==> config.mk <==
export PLATFORM = sky130hd
export DESIGN_NAME = usb_reg_responder_flat
export DESIGN_NICKNAME = d
export VERILOG_FILES = /design/src/rtl/usb_reg_responder_if.sv /design/src/rtl/usb_reg_responder.sv /design/src/flat_wrapper.sv
export SDC_FILE = /design/constraint.sdc
export NUM_CORES = 1
export LEC_CHECK = 0
export ABC_AREA = 0
export CORE_MARGIN = 2
export CORE_UTILIZATION = 38
export DETAILED_ROUTE_END_ITERATION = 12
export GPL_TIMING_DRIVEN = 0
export PLACE_DENSITY = 0.79
export SLEW_MARGIN = 25
export SYNTH_ARGS = -nofsm -noshare
export SYNTH_HDL_FRONTEND = slang
export SYNTH_SLANG_ARGS = --single-unit
==> constraint.sdc <==
create_clock -name usb_clk -period 3.6 [get_ports usb_clk]
set_clock_uncertainty 0.15 [all_clocks]
set_input_delay 0.72 -clock usb_clk [delete_from_list [all_inputs] [get_ports usb_clk]]
set_output_delay 0.72 -clock usb_clk [all_outputs]
set_load 0.005 [all_outputs]
==> src/rtl/usb_reg_responder_if.sv <==
// usb_reg_responder_if: USB pad bus plus register-file side of the CW305 register responder.
interface usb_reg_responder_if #(
  parameter int pADDR_WIDTH   = 21,
  parameter int pBYTECNT_SIZE = 7
);
  logic [7:0]                             usb_din;
  logic [7:0]                             usb_dout;
  logic                                   usb_isout;
  logic [pADDR_WIDTH-1:0]                 usb_addr;
  logic                                   usb_rdn;
  logic                                   usb_wrn;
  logic                                   usb_cen;
  logic [pADDR_WIDTH-pBYTECNT_SIZE-1:0]   reg_address;
  logic [pBYTECNT_SIZE-1:0]               reg_bytecnt;
  logic [7:0]                             reg_datao;
  logic [7:0]                             reg_datai;
  logic                                   reg_write;
  logic                                   reg_read;
  logic                                   proto_err;
  modport slave (
    input  usb_din, usb_addr, usb_rdn, usb_wrn, usb_cen, reg_datai,
    output usb_dout, usb_isout, reg_address, reg_bytecnt, reg_datao, reg_write, reg_read, proto_err
  );
  modport master (
    output usb_din, usb_addr, usb_rdn, usb_wrn, usb_cen, reg_datai,
    input  usb_dout, usb_isout, reg_address, reg_bytecnt, reg_datao, reg_write, reg_read, proto_err
  );
endinterface

==> src/rtl/usb_reg_responder.sv <==
// usb_reg_responder: turns each USB chip-select assertion into one registered reg_write/reg_read strobe.
module usb_reg_responder #(
  parameter int pADDR_WIDTH   = 21,
  parameter int pBYTECNT_SIZE = 7
) (
  input logic                usb_clk,
  input logic                reset,
  usb_reg_responder_if.slave bus
);
  localparam logic [1:0] HOLD  = 2'd0;
  localparam logic [1:0] IDLE  = 2'd1;
  localparam logic [1:0] WRITE = 2'd2;
  localparam logic [1:0] READ  = 2'd3;
  logic [pADDR_WIDTH-1:0] addr_q;
  logic [7:0]             din_q, rdata_q;
  logic                   rdn_q, wrn_q, cen_q;
  logic                   write_q, read_q, err_q;
  logic [1:0]             state_q, state_d;
  logic                   fire, write_d, read_d, err_d;
  always_comb begin
    fire    = state_q == IDLE && !cen_q;
    write_d = fire && !wrn_q;
    read_d  = fire && wrn_q && !rdn_q;
    err_d   = err_q || (write_d && !rdn_q);
    state_d = state_q == HOLD ? (cen_q ? IDLE : HOLD) :
              state_q == IDLE ? (cen_q ? IDLE : write_d ? WRITE : read_d ? READ : HOLD) :
              (cen_q ? IDLE : state_q);
  end
  // cen resets low so HOLD waits for a real deassertion before arming
  always_ff @(posedge usb_clk or posedge reset) begin
    if (reset) begin
      addr_q  <= '0;
      din_q   <= '0;
      rdn_q   <= 1'b1;
      wrn_q   <= 1'b1;
      cen_q   <= 1'b0;
      state_q <= HOLD;
      write_q <= 1'b0;
      read_q  <= 1'b0;
      err_q   <= 1'b0;
      rdata_q <= '0;
    end else begin
      addr_q  <= bus.usb_addr;
      din_q   <= bus.usb_din;
      rdn_q   <= bus.usb_rdn;
      wrn_q   <= bus.usb_wrn;
      cen_q   <= bus.usb_cen;
      state_q <= state_d;
      write_q <= write_d;
      read_q  <= read_d;
      err_q   <= err_d;
      if (!state_q[1]) rdata_q <= bus.reg_datai;
    end
  end
  assign {bus.reg_address, bus.reg_bytecnt} = addr_q;
  assign bus.reg_datao = din_q;
  assign bus.reg_write = write_q;
  assign bus.reg_read  = read_q;
  assign bus.proto_err = err_q;
  assign bus.usb_dout  = rdata_q;
  assign bus.usb_isout = ~rdn_q;
endmodule

==> src/flat_wrapper.sv <==
// flat-port wrapper written by rule: the top's interface ports become plain ports
module usb_reg_responder_flat 
#(
  parameter int pADDR_WIDTH   = 21,
  parameter int pBYTECNT_SIZE = 7
)
  (usb_clk, reset, bus_usb_din, bus_usb_addr, bus_usb_rdn, bus_usb_wrn, bus_usb_cen, bus_reg_datai, bus_usb_dout, bus_usb_isout, bus_reg_address, bus_reg_bytecnt, bus_reg_datao, bus_reg_write, bus_reg_read, bus_proto_err);
  usb_reg_responder_if #(.pADDR_WIDTH(pADDR_WIDTH), .pBYTECNT_SIZE(pBYTECNT_SIZE)) bus_i ();
  input logic usb_clk;
  input logic reset;
  input wire logic [$bits(bus_i.usb_din)-1:0] bus_usb_din;
  input wire logic [$bits(bus_i.usb_addr)-1:0] bus_usb_addr;
  input wire logic [$bits(bus_i.usb_rdn)-1:0] bus_usb_rdn;
  input wire logic [$bits(bus_i.usb_wrn)-1:0] bus_usb_wrn;
  input wire logic [$bits(bus_i.usb_cen)-1:0] bus_usb_cen;
  input wire logic [$bits(bus_i.reg_datai)-1:0] bus_reg_datai;
  output wire logic [$bits(bus_i.usb_dout)-1:0] bus_usb_dout;
  output wire logic [$bits(bus_i.usb_isout)-1:0] bus_usb_isout;
  output wire logic [$bits(bus_i.reg_address)-1:0] bus_reg_address;
  output wire logic [$bits(bus_i.reg_bytecnt)-1:0] bus_reg_bytecnt;
  output wire logic [$bits(bus_i.reg_datao)-1:0] bus_reg_datao;
  output wire logic [$bits(bus_i.reg_write)-1:0] bus_reg_write;
  output wire logic [$bits(bus_i.reg_read)-1:0] bus_reg_read;
  output wire logic [$bits(bus_i.proto_err)-1:0] bus_proto_err;
  assign bus_i.usb_din = bus_usb_din;
  assign bus_i.usb_addr = bus_usb_addr;
  assign bus_i.usb_rdn = bus_usb_rdn;
  assign bus_i.usb_wrn = bus_usb_wrn;
  assign bus_i.usb_cen = bus_usb_cen;
  assign bus_i.reg_datai = bus_reg_datai;
  assign bus_usb_dout = bus_i.usb_dout;
  assign bus_usb_isout = bus_i.usb_isout;
  assign bus_reg_address = bus_i.reg_address;
  assign bus_reg_bytecnt = bus_i.reg_bytecnt;
  assign bus_reg_datao = bus_i.reg_datao;
  assign bus_reg_write = bus_i.reg_write;
  assign bus_reg_read = bus_i.reg_read;
  assign bus_proto_err = bus_i.proto_err;
  usb_reg_responder #(.pADDR_WIDTH(pADDR_WIDTH), .pBYTECNT_SIZE(pBYTECNT_SIZE)) u_core (.usb_clk(usb_clk), .reset(reset), .bus(bus_i));
endmodule
==> impl_metrics.yaml <==
critical_path:
  crit_buf_inv: 2
  crit_type: "flop to output port"
  slowest_stage: "dfstp_2"
  cpPeakStageDelay_ps: 560
  startpoint_type: "flop"
  reg2reg_from: "u_core.state_q[1]"
  worstPathCellList: "inv_1, clkdlybuf4s50_1"
  required_ps: 2730
  critical_path.top_delay_family: "flip-flops"
  reg2reg_slack_ps: 2450
  cp_max_fo: 3
  cp.arrival_ps: 1390
  cp-end-kind: "output port"
  r2r-end: "u_core.bus.usb_dout[4]"
  rr_worst_depth: 2
global_route:
  gr-total-overflow: 0
  grt_use_total_pct: 17.1
  grt_max_degree: 26
  grt_pass1_vias: 1045
  grt_first_pass_wirelength_mm: 5.03
  antenna_found_initial: 0
worst_hold_path:
  worstHoldEndpoint: "u_core.bus.proto_err"
  min_path_type: "flop to flop"
  min-delay-start: "u_core.bus.proto_err"
  min_path_cells: 1
sta:
  setup_viol: 0
  slew_headroom_pct: 68.9
  min_period_ps: 2260
  clock.fmax_mhz: 442
  tns_ps: 0
  hold-worst-slack_ps: 337
  slew_violations: 0
  hold_violations: 0
  finalCritPeriodShare_pct: 62.8
  worst_pin_slew_ps: 465
  worst_slack_ps: 1340
  rsz0062_at_grt: "no"
layout:
  final-seq-area_um2: 1130
  fin_area_um2: 2330
  drive_gt1_share_pct: 15.3
  n_antenna_cell: 0
  final_nets: 198
  nFillCells: 250
  multiInputGateArea_um2: 200
  area_growth_pct: 73.3
floorplanning:
  die_area_um2: 4040
  core_um2: 3360
  start_util_pct: 40.1
  io-pin-count: 83
  die_x_um: 63.6
  die_h_um: 63.6
  num_rows: 21
clock_tree:
  cts.clk_slew.worst_paths_ps: 130
  clock_sinks: 45
  numCtsBuffers: 5
  postCtsHoldBufs: 0
  post_cts_resized: 0
  clock_path_buffers: 2
  cts_tree: "built"
  worstSkewPairLatency_ps: 340
  root_buffer: "clkbuf_4"
  cts-htree-levels: 2
  postCtsSetupBuffers: 0
logic_synthesis:
  synth.top_cell.area_share_pct: 79.9
  yosys.area.top_type: "dfrtp_1"
  syn_avg_cell_area_um2: 20.4
  synth_warnings: 0
  synth_fp_nets: 108
  synthTopCellsByArea: "dfrtp_1, mux2_4, dfstp_2"
  postSynthCellCount: 66
  ys_seq_area_share_pct: 83.8
  ys_ff_latch: 45
  synthesis.area_um2: 1350
  synth_cell_types: 15
routing:
  drc: 0
  ant_nets: 0
  viasPerCell: 4.33
  drt_pre_antenna_iters: 4
  vias: 878
  wl_per_cell_um: 14.8
  initialDrtViolationCount: 8
  routed_wl_mm: 3.01
power_and_ir_drop:
  powerDensity_nw_per_um2: 435
  leakagePower_nw: 1.01
  peakVddDrop_v: 0.000253
job:
  drv_cap: 0
placed_design:
  post-dp-hpwl_mm: 2.40
  portBuffers: 82
  globalplace.congestion: 0.658
  placement.cell_area_um2: 2250
  dpl_worst_slack_ps: 1720
outcome:
  status: "finished, final reports clean"
[logic make-up after synthesis]
| group | count (synthesis) | share of synthesized area, % |
|---|---|---|
| flip-flops | 45 | 83.8 |
| buffers and inverters | 3 | 1.39 |
| AND/OR/NAND/NOR | 7 | 4.64 |
| AO/OA/AOI/OAI | 3 | 1.30 |
| multiplexers | 8 | 8.91 |
[cell usage after synthesis]
cell	count
nand2b_1	1
nor2_1	1
nor2b_1	1
nand2b_4	1
nor3_4	1
buf_6	1
mux2_4	8
nand2_1	1
inv_1	2
a21oi_1	1
o21ai_0	1
dfrtp_1	43
nor3b_2	1
a21o_1	1
dfstp_2	2
[worst max path at each step]
| stage | startpoint | end | slack, ps | cells past startpoint |
|---|---|---|---|---|
| finish | u_core.rdn_q | bus_usb_isout | 1340 | 2 |
| global route | u_core.rdn_q | bus_usb_isout | 1270 | 2 |
| CTS | u_core.rdn_q | bus_usb_isout | 1310 | 2 |
| detailed placement | u_core.rdn_q | bus_usb_isout | 1720 | 2 |
| global placement | reset | u_core.addr_q[4] | 920 | 2 |
| floorplan | reset | u_core.addr_q[0] | 1670 | 1 |
[cells in the final DEF, fill, tap and decap left out, drive strengths merged]
cell type and count:
clkdlybuf4s50 82, nand2 1, o21ai 1, buf 2
clkinv 1, nor2 1, dfstp 2, inv 3
nor3 1, dfrtp 43, a21o 1, nand2b 2
clkbuf 5, bufinv 1, nor2b 1, nor3b 1
a21oi 1, mux2 8
[report_power, final]
group          switching, mW  leakage (nW)  internal [mW]  total [mW]
logic                 0.0441         0.440          0.114       0.158
clock network          0.156        0.0456          0.148       0.303
registers             0.0158         0.524          0.539       0.555
total                  0.215          1.01          0.800        1.02
[layout make-up]
cell class	instances	share of cell area [%]
flip-flops and latches	45	48.3
well taps	46	2.47
inverters	2	0.322
multi-input cells	18	8.57
clock buffers	5	1.61
repair buffers	83	36.3
plain buffers	1	0.482
clock inverters	3	1.88
[state kept, by name, summed over array words and instances (netlist names)]
register / cells
u_core.state_q: 2
u_core.bus.reg_datao: 8
u_core.addr_q: 21
u_core.rdn_q: 1
u_core.wrn_q: 1
u_core.bus.proto_err: 1
u_core.bus.reg_write: 1
u_core.bus.reg_read: 1
u_core.bus.usb_dout: 8
u_core.cen_q: 1
[through the flow]
stage / std cells / util [%] / total power, mW
floorplan: 66 / - / 0.606
global placement: 194 / 66.2 / 0.717
detailed placement: 195 / 67.0 / 0.725
CTS: 203 / 69.4 / 1.03
global route: 203 / 69.4 / 1.07
finish: 203 / 69.4 / 1.02
[metal layers]
layer / wire length [um] / global-route usage (%) / vias up
met1: 1050 / 17.7 / 429
li1: - / - / 390
met4: 27 / 5.71 / 0
met3: 484 / 12.9 / 2
met5: 0 / 0 / -
met2: 1450 / 26.7 / 57
(Power assumes the default switching activity.)
